File: src/rtl/fetch_sequencer_pkg.sv
// Shared definitions for the fetch sequencer: datapath width, FSM state
// encodings, the canonical NOP and the sequential PC step.
`timescale 1ns/1ps

package fetch_sequencer_pkg;

  localparam int XLEN = 32;

  // FSM state encodings (plain constants so legacy code can share them).
  localparam logic [2:0] FS_BOOT  = 3'd0;
  localparam logic [2:0] FS_REQ   = 3'd1;
  localparam logic [2:0] FS_WAIT  = 3'd2;
  localparam logic [2:0] FS_HOLD  = 3'd3;
  localparam logic [2:0] FS_DRAIN = 3'd4;

  // addi x0, x0, 0
  localparam logic [XLEN-1:0] INST_NOP = 32'h0000_0013;

  localparam logic [XLEN-1:0] PC_STEP       = 32'd4;
  localparam logic [XLEN-1:0] PC_ALIGN_MASK = 32'hFFFF_FFFC;

  // Sequential successor; wraps modulo 2^32 by construction.
  function automatic logic [XLEN-1:0] pc_inc(input logic [XLEN-1:0] pc);
    return pc + PC_STEP;
  endfunction

endpackage

File: src/rtl/fetch_sequencer.sv
// Fetch sequencer for the RV32I core. Owns the architectural PC, keeps one
// fetch outstanding to instruction memory and presents fetched instructions
// through a one-entry buffer to decode. A taken jump redirects the PC,
// squashes the buffered instruction and discards any in-flight response.
//
// Optional feature: define FETCH_MISALIGN_TRAP_EN to redirect misaligned
// jump targets to TRAP_VECTOR and report them on trap_valid/trap_tval.
// Without it the trap ports and TRAP_VECTOR do not exist and targets are
// forced to word alignment.
`timescale 1ns/1ps

module fetch_sequencer
  import fetch_sequencer_pkg::*;
#(
  parameter logic [XLEN-1:0] RESET_VECTOR = 32'h0000_0000
`ifdef FETCH_MISALIGN_TRAP_EN
  ,
  parameter logic [XLEN-1:0] TRAP_VECTOR  = 32'h0000_0100
`endif
) (
  input  logic            clk,
  input  logic            rst_n,
  // instruction memory request/response
  output logic            imem_req_valid,
  input  logic            imem_req_ready,
  output logic [XLEN-1:0] imem_addr,
  input  logic            imem_rsp_valid,
  input  logic [XLEN-1:0] imem_rsp_data,
  // decode-side buffer
  output logic            if_valid,
  output logic [XLEN-1:0] if_inst,
  output logic [XLEN-1:0] if_pc,
  input  logic            id_ready,
  // redirect from execute
  input  logic            jump_flag,
  input  logic [XLEN-1:0] jump_target,
  output logic            flush
`ifdef FETCH_MISALIGN_TRAP_EN
  ,
  output logic            trap_valid,
  output logic [XLEN-1:0] trap_tval
`endif
);

  logic [2:0]      state;
  logic [2:0]      state_nxt;
  logic [XLEN-1:0] pc;
  logic [XLEN-1:0] pc_nxt;
  logic            load;          // response captured into the buffer this cycle
  logic            jump_taken;    // jumps are ignored while still booting
  logic            consume;       // decode takes the buffered instruction
  logic            outstanding;   // a response will still arrive after this cycle
  logic [XLEN-1:0] redirect_pc;

  assign jump_taken = jump_flag && (state != FS_BOOT);
  assign consume    = if_valid && id_ready;

  // A request is still in flight past this cycle if we are waiting (or already
  // draining) and the response is not here yet, or if imem accepts one now.
  // Responses have latency >= 1, so none can arrive in the accepting cycle.
  assign outstanding = (((state == FS_WAIT) || (state == FS_DRAIN)) && !imem_rsp_valid)
                     || ((state == FS_REQ) && imem_req_ready);

`ifdef FETCH_MISALIGN_TRAP_EN
  logic misaligned;

  // Misaligned targets go to the trap vector and are reported for one cycle.
  always_comb begin
    misaligned  = (jump_target[1:0] != 2'b00);
    redirect_pc = misaligned ? TRAP_VECTOR : jump_target;
    trap_valid  = jump_taken && misaligned;
    trap_tval   = (jump_taken && misaligned) ? jump_target : '0;
  end
`else
  // Without trap support the low target bits are simply discarded.
  assign redirect_pc = jump_target & PC_ALIGN_MASK;
`endif

  // Next-state and next-PC selection; a jump overrides every other event.
  always_comb begin
    // NOTE: every signal written here gets a default first, so no path leaves
    // one unassigned and no latch is inferred.
    state_nxt = state;
    pc_nxt    = pc;
    load      = 1'b0;
    if (jump_taken) begin
      pc_nxt    = redirect_pc;
      state_nxt = outstanding ? FS_DRAIN : FS_REQ;
    end else begin
      case (state)
        FS_BOOT: state_nxt = FS_REQ;
        FS_REQ: begin
          if (imem_req_ready) state_nxt = FS_WAIT;
        end
        FS_WAIT: begin
          if (imem_rsp_valid) begin
            load      = 1'b1;
            pc_nxt    = pc_inc(pc);
            state_nxt = consume ? FS_REQ : FS_HOLD;
          end
        end
        FS_HOLD: begin
          if (id_ready) state_nxt = FS_REQ;
        end
        FS_DRAIN: begin
          if (imem_rsp_valid) state_nxt = FS_REQ;
        end
        default: state_nxt = FS_BOOT;
      endcase
    end
  end

  // State and PC registers.
  always_ff @(posedge clk or negedge rst_n) begin
    if (!rst_n) begin
      state <= FS_BOOT;
      pc    <= RESET_VECTOR;
    end else begin
      // NOTE: sequential state uses non-blocking assignments so every register
      // samples pre-edge values regardless of statement order.
      state <= state_nxt;
      pc    <= pc_nxt;
    end
  end

  // One-entry instruction buffer: squashed by a jump, refilled by a response,
  // emptied when decode consumes it.
  always_ff @(posedge clk or negedge rst_n) begin
    if (!rst_n) begin
      if_valid <= 1'b0;
      if_inst  <= '0;
      if_pc    <= '0;
    end else if (jump_taken) begin
      if_valid <= 1'b0;
    end else if (load) begin
      if_valid <= 1'b1;
      if_inst  <= imem_rsp_data;
      if_pc    <= pc;
    end else if (consume) begin
      if_valid <= 1'b0;
    end
  end

  assign imem_req_valid = (state == FS_REQ);
  assign imem_addr      = (state == FS_REQ) ? pc : '0;
  assign flush          = jump_taken;

endmodule

File: config.mk
export PLATFORM = sky130hd
export DESIGN_NAME = fetch_sequencer
export DESIGN_NICKNAME = d
export VERILOG_FILES = /design/src/rtl/fetch_sequencer_pkg.sv /design/src/rtl/fetch_sequencer.sv
export SDC_FILE = /design/constraint.sdc
export NUM_CORES = 1
export LEC_CHECK = 0
export BUFFER_PORTS_ARGS = -buffer_cell sky130_fd_sc_hd__buf_4
export CAP_MARGIN = 20
export CELL_PAD_IN_SITES_DETAIL_PLACEMENT = 0
export CELL_PAD_IN_SITES_GLOBAL_PLACEMENT = 1
export CORE_ASPECT_RATIO = 0.9
export CORE_MARGIN = 2
export CORE_UTILIZATION = 42
export CTS_CLUSTER_DIAMETER = 150
export CTS_CLUSTER_SIZE = 28
export DETAILED_ROUTE_END_ITERATION = 7
export GPL_TIMING_DRIVEN = 0
export PLACE_DENSITY_LB_ADDON = 0.1
export SLEW_MARGIN = 0
export SYNTH_ARGS = -nofsm -noshare
export SYNTH_HDL_FRONTEND = slang
export SYNTH_SLANG_ARGS = --single-unit
File: constraint.sdc
create_clock -name clk -period 3.2 [get_ports clk]
set_input_delay 0.64 -clock clk [delete_from_list [all_inputs] [get_ports clk]]
set_output_delay 0.64 -clock clk [all_outputs]
set_load 0.02 [all_outputs]
==> results.ini, run 1 <==
[worst_setup_path]
ff2ff_path_depth = 5
cp_slowest_cell = nor3b_1
critPathMaxStageDelay_ns = 0.62
crit_path_max_fanout = 10
crit_path_start_kind = flip-flop
path_cells = buf_2 > nor3b_1 > clkbuf_1 > and2_1 > buf_4
startpoint = state[1]
critPathArrivalTime_ns = 2.29
crit_required_ns = 2.56
critPathCaptureType = output pin
critical_path_class = flip-flop to output pin
regToRegStartpoint = state[1]

[layout]
diodes = 0
area_growth_pct = 37.0
fin_nets = 636
fin_area_sq_um = 6520
drive_gt1_share_pct = 46.5
utilization_pct = 59.5
final_cells = 722

[global_routing]
grt-ovfl-total = 0
antenna_found_initial = 0
grt_first_pass_wirelength_mm = 18.8
groute.usage.overall_pct = 20.1
grt_pass1_vias = 3536
grt_max_degree = 53

[timing]
final.period_utilization_pct = 91.6
fin_ws_ns = 0.269
hold_viol = 0
drv_slew = 0
whs_ns = 0.303
worstMarginPinSlew_ns = 0.726
rsz0062_at_grt = false
setup_violations = 0
slew_headroom_pct = 51.5
period_needed_ns = 2.93
fin_skew_ns = 0.00865
max_clock_freq_mhz = 341
setup_tns_ns = 0

[clocking]
h-tree-depth = 3
cts_resized = 0
cts_setup_buffers = 0
cts-root-buf = clkbuf_16
cts_hold_buf = 0
cts_sinks = 96
cts_tree = yes
cts_buffer_depth = 2
clk_pin_slew_worst_paths_ns = 0.06
insertion_delay_ns = 0.34
cts_buffers = 9

[placed_design]
port_buffers = 162
placed_area_sq_um = 6200
dp_hpwl_mm = 8.77
preCtsSetupSlack_ns = 0.557
gp_congestion = 0.774
place_inst = 706

[flow_run]
maxCapViolCount = 0

[synth]
synth-seq-area-share_pct = 50.5
synth_edf_count = 0
ys_seq_elements = 96
syn_inst = 388
syn_area_per_cell_sq_um = 12.3
yosysWarningCount = 0
async_reset_ff_share_pct = 100
synthesis.area_sq_um = 4760
synth_cell_type_count = 44
yosys_most_used_dff = dfrtp_1

[route]
wl_mm = 12.0
vias = 3530
drt_pass1_iterations = 4
wl_per_cell_um = 16.7
post-route-drc-count = 0
drtIter0Drc = 131
ant_nets = 0
via_per_inst = 4.89

[power]
p_leak_nw = 3.27
ir_drop_v = 0.000388
powerDensity_nw_per_um2 = 1030
total_power_mw = 6.72

[die]
core-area_sq_um = 10900
dieArea_sq_um = 12200
pin_count = 169
fp-row-count = 36
start_util_pct = 43.4
die_h_um = 105
fp.dieW_um = 116

[outcome]
status = complete, no violations

[worst_hold_path]
hp-class = input port to asynchronous set/reset pin

worst max-delay path, delay by kind of cell, from the launching register on:
kind                   cells  cell delay [ns]
AND/OR/NAND/NOR            2             0.82
buffers and inverters      3             0.78
flip-flops                 1             0.36
power breakdown:
| part | switching, mW | internal, mW |
|---|---|---|
| registers | 0.518 | 1.78 |
| clock network | 0.447 | 0.685 |
| logic | 1.66 | 1.63 |
| total | 2.63 | 4.10 |
routing by layer:
metal | vias up | share of wire [%] | track usage, % | routed length (um)
met1 | 1714 | 45 | 28.0 | 5460
met3 | 9 | 7.2 | 5.51 | 872
li1 | 1693 | - | - | -
met4 | 0 | 0.87 | 4.93 | 105
met2 | 114 | 47 | 31.0 | 5600
met5 | - | 0 | 0 | 0
final timing paths:
check                                 to  slack [ns]
min in group clk               if_pc[22]        0.48
max                        imem_addr[31]        0.27
min                          if_inst[15]        0.30
max in group asynchronous     if_inst[1]        2.22
max reg2reg                  if_inst[15]        1.20
min reg2reg                    if_pc[22]        0.48
cells in the final DEF (no fill, tap or decap), types with 2 or more instances in the layout:
| cell type | instances |
|---|---|
| xnor2_1 | 14 |
| nor4_1 | 4 |
| nand2_1 | 40 |
| buf_6 | 6 |
| a21o_1 | 2 |
| nand3_1 | 11 |
| nand4_1 | 10 |
| and4_1 | 3 |
| buf_2 | 5 |
| buf_4 | 167 |
| clkbuf_1 | 10 |
| and3_1 | 5 |
| a21oi_1 | 5 |
| nor2_1 | 8 |
| inv_1 | 2 |
| dfrtp_1 | 96 |
| mux2_4 | 56 |
| xor2_1 | 15 |
| nor3_1 | 4 |
| nor4_2 | 3 |
| clkbuf_16 | 9 |
| o21ai_0 | 24 |
| mux2_2 | 4 |
| and2_1 | 31 |
| o21ai_1 | 6 |
| conb_1 | 4 |
| bufinv_16 | 2 |
| nand3_2 | 2 |
cells by family after synthesis:
kind of cell               synth area share, %
buffers and inverters                     3.60
muxes                                     18.6
other                                   0.0789
AOI/OAI and AO/OA                         4.92
xor gates and xnor gates                  5.34
DFF                                       50.5
adders and majority gates                0.263
and+or+nand+nor                           16.7
synthesized netlist by cell type (all sizes together), types with 8 or more instances:
library cell  count  area (sq um)
o21ai            30           150
xor2             15           131
clkbuf            8          30.0
nor4              8          83.8
nand4            11          75.1
nand2            41           161
nor2              8          30.0
dfrtp            96          2400
and2             31           194
buf              16           130
mux2             60           886
xnor2            14           123
nand3            13          75.1
cell type report:
| cell class | count | area [sq um] |
|---|---|---|
| sequential | 96 | 2400 |
| timing repair buffer | 163 | 1240 |
| clock inverter | 5 | 81.3 |
| tap | 152 | 190 |
| multi-input combinational | 268 | 2190 |
| buffer | 24 | 160 |
| inverter | 3 | 11.3 |
| clock buffer | 11 | 233 |
| fill | 936 | 4430 |
sequential cells by signal, indices dropped and copies added, names as in the netlist:
register	flops
if_valid	1
if_inst	32
if_pc	30
state	3
pc	30
(Power assumes the default switching activity.)
==> run 2: changes to the inputs <==
--- a/config.mk
+++ b/config.mk
@@ -11,7 +11,7 @@
 export CELL_PAD_IN_SITES_GLOBAL_PLACEMENT = 1
 export CORE_ASPECT_RATIO = 0.9
 export CORE_MARGIN = 2
-export CORE_UTILIZATION = 42
+export CORE_UTILIZATION = 35
 export CTS_CLUSTER_DIAMETER = 150
 export CTS_CLUSTER_SIZE = 28
 export DETAILED_ROUTE_END_ITERATION = 7
==> run 2 against run 1 <==
Final area increased by 0.27%. Highest routed layer unchanged. Clock power about the same. Via count decreased by 0.57%. Register-to-register slack got worse by 0.04 ns. Non-clock buffer count unchanged. Setup slack improved by 0.025 ns. Critical path depth unchanged. Largest cell class unchanged. Largest power group unchanged. Worst hold slack got worse by 0.043 ns. First-iteration DRC count decreased by 27%. Total power decreased by 0.19%. Maximum frequency increased by 0.88%.
==> results.ini, run 2 (synthesis gave the netlist of run 1 again) <==
[clocking]
clk_pin_slew_worst_paths_ns = 0.07
cts-root-buf = clkbuf_16
cts_resized = 0
h-tree-depth = 3
cts_sinks = 96
cts_setup_buffers = 0
cts_tree = yes
cts_buffers = 9
cts_buffer_depth = 2
cts_hold_buf = 0
insertion_delay_ns = 0.35

[outcome]
status = complete, no violations

[worst_setup_path]
crit_path_start_kind = flip-flop
crit_required_ns = 2.56
crit_path_max_fanout = 10
worst-path-buf-inv = 3
cp_slowest_cell = nor3b_1
regToRegStartpoint = state[1]
critical_path_class = flip-flop to output pin
path_cells = buf_2 > nor3b_1 > clkbuf_1 > and2_1 > buf_4
critPathCaptureType = output pin
critPathTopFamily = buffers and inverters
critPathArrivalTime_ns = 2.27
startpoint = state[1]
critPathMaxStageDelay_ns = 0.55

[layout]
layout_commonest_cell = buf_4
largest_register_ff_count = 32
top_regs = if_inst x32, if_pc x30, pc x30
area_growth_pct = 37.4
utilization_pct = 49.1
fin_nets = 636
drive_gt1_share_pct = 46.8
diodes = 0
top_register = if_inst
final_cell_mix = buf_4 (167), dfrtp_1 (96), mux2_4 (56), nand2_1 (40), and2_1 (31)

[timing]
setup_violations = 0
max_clock_freq_mhz = 344
hold_viol = 0
slew_headroom_pct = 58.0
period_needed_ns = 2.91
setup_tns_ns = 0
rsz0062_at_grt = false
worstMarginPinSlew_ns = 0.629
drv_slew = 0
final.period_utilization_pct = 90.8
fin_skew_ns = 0.00739

[die]
core-area_sq_um = 13300
start_util_pct = 35.7
pin_count = 169
dieArea_sq_um = 14500
fp-row-count = 40
fp.dieW_um = 127
die_h_um = 115

[route]
post-route-drc-count = 0
wl_per_cell_um = 16.6
vias = 3510
wl_mm = 12.3
drt_pass1_iterations = 4
ant_nets = 0
drtIter0Drc = 95
via_per_inst = 4.76

[placed_design]
dp_hpwl_mm = 8.95
port_buffers = 162
gp_congestion = 0.763

[global_routing]
antenna_found_initial = 0
grt-ovfl-total = 0
groute.usage.overall_pct = 17.5
grt_pass1_vias = 3626
grt_first_pass_wirelength_mm = 19.6
grt_max_degree = 59

[worst_hold_path]
hp-class = input port to asynchronous set/reset pin

[flow_run]
maxCapViolCount = 0

[power]
ir_drop_v = 0.000406
powerDensity_nw_per_um2 = 1030
p_leak_nw = 3.27

run 2: area by class of cell:
cell class              instances  area, sq um
plain buffers                  24          160
clock buffers                  10          239
clock inverters                 6         72.6
fillers                      1274         6780
inverters                       3         11.3
multi-input cells             268         2190
flip-flops and latches         96         2400
well taps                     168          210
repair buffers                163         1240
run 2: worst reg2reg max path, cell delays in order (launching register included):
cell and delay, ns:
dfrtp_1 0.35, buf_2 0.19, o31ai_4 0.57, nand2_4 0.27, buf_6 0.25, mux2_4 0.31
run 2: layer usage:
layer / track usage, % / vias to the layer above / share of wire (%)
met2: 27.6 / 125 / 45
met3: 4.77 / 11 / 6.4
met5: 0 / - / 0
li1: - / 1689 / -
met4: 5.49 / 0 / 1.3
met1: 23.6 / 1685 / 48
run 2: metrics by stage:
| step | power (mW) | instance area [sq um] | hold WS [ns] | std cells | setup slack (ns) |
|---|---|---|---|---|---|
| final | 6.71 | 6530 | 0.259 | 738 | 0.295 |
| after global placement | 5.59 | 6190 | 0.476 | 721 | 0.593 |
| after floorplan | 4.21 | 4770 | 0.344 | 391 | 1.09 |
| after global routing | 7.15 | 6530 | 0.296 | 738 | 0.122 |
| after detailed placement | 5.64 | 6220 | 0.476 | 722 | 0.566 |
| after CTS | 6.80 | 6530 | 0.279 | 738 | 0.188 |
run 2: worst paths after layout:
path | to | slack [ns] | depth (start not counted)
max | imem_addr[22] | 0.29 | 5
min | if_inst[16] | 0.26 | 1
max reg2reg | if_inst[15] | 1.16 | 5
min reg2reg | if_pc[25] | 0.49 | 2
max in group asynchronous | pc[3] | 2.28 | 2
min in group clk | pc[21] | 0.49 | 3
run 2: power breakdown:
part           internal (mW)  total [mW]  leakage [nW]  switching, mW
Combinational           1.63        3.30          1.91           1.66
Clock                  0.637        1.13         0.150          0.494
Sequential              1.78        2.28          1.21          0.507
Total                   4.05        6.71          3.27           2.67
==> run 3: changes to the inputs <==
==> constraint.sdc (replaced) <==
create_clock -name clk -period 3.2 [get_ports clk]
set_input_delay 0.32 -clock clk [delete_from_list [all_inputs] [get_ports clk]]
set_output_delay 0.32 -clock clk [all_outputs]
set_load 0.02 [all_outputs]
==> run 3 against run 2 <==
Worst hold slack got worse by 0.090 ns. Flip-flop and latch count unchanged. Critical path type unchanged. Clock power is essentially flat.
==> results.ini, run 3 (synthesis gave the netlist of run 1 again) <==
[timing]
hold_viol = 0
fin_skew_ns = 0.00740
max_clock_freq_mhz = 387
worstMarginPinSlew_ns = 0.628
final.period_utilization_pct = 80.8
period_needed_ns = 2.58
setup_tns_ns = 0
setup_violations = 0
fin_ws_ns = 0.615
rsz0062_at_grt = false
slew_headroom_pct = 58.0
drv_slew = 0

[power]
p_sw_share_pct = 39.7
p_sw_mw = 2.66
internal-power_mw = 4.05
ir_drop_v = 0.000405
comb_power_share_pct = 49.2
sequentialPowerShare_pct = 34.0
powerDensity_nw_per_um2 = 1030
pwr-share-clk_pct = 16.8
p_leak_nw = 3.27

[layout]
area_growth_pct = 37.6
final_cell_mix = buf_4 (167), dfrtp_1 (96), mux2_4 (56), nand2_1 (40), and2_1 (31)
diodes = 0
fillers = 1273
final_cells = 739
fin_nets = 637
drive_gt1_share_pct = 46.8
top_register = if_inst
layout_commonest_cell = buf_4
top_regs = if_inst x32, if_pc x30, pc x30
largest_register_ff_count = 32

[clocking]
h-tree-depth = 3
cts-root-buf = clkbuf_16
cts_buffer_depth = 2
cts_sinks = 96
insertion_delay_ns = 0.35
cts_buffers = 9
cts_tree = yes
clk_pin_slew_worst_paths_ns = 0.07

[flow_run]
maxCapViolCount = 0

[worst_setup_path]
ff2ff_setup_slack_ns = 1.16
ff2ff_path_depth = 5
crit_required_ns = 2.88
critPathArrivalTime_ns = 2.26
crit_path_max_fanout = 10
rr_endpoint = if_inst[15]
regToRegStartpoint = state[1]
crit_path_start_kind = flip-flop
critical_path_class = flip-flop to output pin
critPathCaptureType = output pin

[route]
post-route-drc-count = 0
via_per_inst = 4.73
drt_pass1_iterations = 4
drtIter0Drc = 107
wl_mm = 12.3
vias = 3499
ant_nets = 0
wl_per_cell_um = 16.6

[global_routing]
groute.usage.overall_pct = 17.5
grt_pass1_vias = 3626
grt-ovfl-total = 0
grt_first_pass_wirelength_mm = 19.6
grt_max_degree = 59
antenna_found_initial = 0

[die]
core-area_sq_um = 13300
dieArea_sq_um = 14500
start_util_pct = 35.7
fp-row-count = 40
fp.dieW_um = 127
die_h_um = 115
pin_count = 169

[placed_design]
preCtsSetupSlack_ns = 0.886
dp_hpwl_mm = 8.95
place_inst = 722
port_buffers = 162
gp_congestion = 0.763

[outcome]
status = complete, no violations

[worst_hold_path]
whs_path_depth = 3
hold_end = pc[21]
hp-class = input port to flip-flop
min_from = jump_target[21]

==> run 3: changes by cell type in the layout (fill, tap and decap cells not counted), sizes merged <==
cell | previous run | this run
dlygate4sd3 | 0 | 1
==> run 3: area by class of cell <==
cell class | instances | area (sq um) | area share [%]
Clock buffer | 10 | 239 | 3.65
Clock inverter | 6 | 72.6 | 1.11
Multi-Input combinational cell | 268 | 2190 | 33.5
Sequential cell | 96 | 2400 | 36.7
Buffer | 24 | 160 | 2.45
Tap cell | 168 | 210 | 3.21
Inverter | 3 | 11.3 | 0.172
Timing Repair Buffer | 164 | 1250 | 19.2
==> run 3: what timing repair did <==
| action | 4_1_cts | 5_1_grt |
|---|---|---|
| gates resized for setup | 0 | 0 |
| hold buffers | 1 | 0 |
| hold endpoints to repair | 38 | 0 |
| buffers inserted | 0 | 0 |
==> run 3: metrics by stage <==
| stage | power, mW | hold slack (ns) | util, % | area (sq um) |
|---|---|---|---|---|
| floorplan | 4.21 | 0.0244 | - | 4770 |
| finish | 6.71 | 0.169 | 49.1 | 6540 |
| global route | 7.15 | 0.169 | 49.1 | 6540 |
| detailed placement | 5.64 | 0.342 | 46.7 | 6220 |
| CTS | 6.81 | 0.157 | 49.1 | 6540 |
| global placement | 5.59 | 0.476 | 46.5 | 6190 |
==> run 3: power groups by stage <==
stage               registers, mW  logic [mW]  clock network [mW]
floorplan                    2.63        1.57                   0
global placement             2.28        3.31                   0
detailed placement           2.31        3.33                   0
CTS                          2.29        3.35                1.17
global route                 2.39        3.54                1.22
finish                       2.28        3.30                1.13
==> run 3: how the worst max path moves through the flow <==
stage                        start             to  slack [ns]  depth (start not counted)
after CTS                 state[1]  imem_addr[25]        0.51                          5
final                     state[1]  imem_addr[22]        0.62                          5
after floorplan           state[1]  imem_addr[17]        1.41                          4
after global placement    state[1]  imem_addr[25]        0.91                          5
after detailed placement  state[1]  imem_addr[25]        0.89                          5
after global routing      state[0]  imem_addr[21]        0.44                          5
==> run 3: worst max-delay path: stages (launching register included) <==
cell	delay, ns
dfrtp_1	0.35
buf_2	0.19
nor3b_1	0.55
clkbuf_1	0.47
and2_1	0.20
buf_4	0.15
==> run 3: per-layer routing <==
layer / vias to the layer above / GRT usage [%] / part of all wire, %
met1: 1683 / 23.6 / 48
met2: 113 / 27.6 / 45
met4: 0 / 5.49 / 1.3
met3: 11 / 4.77 / 6.3
met5: - / 0 / 0
li1: 1692 / - / -
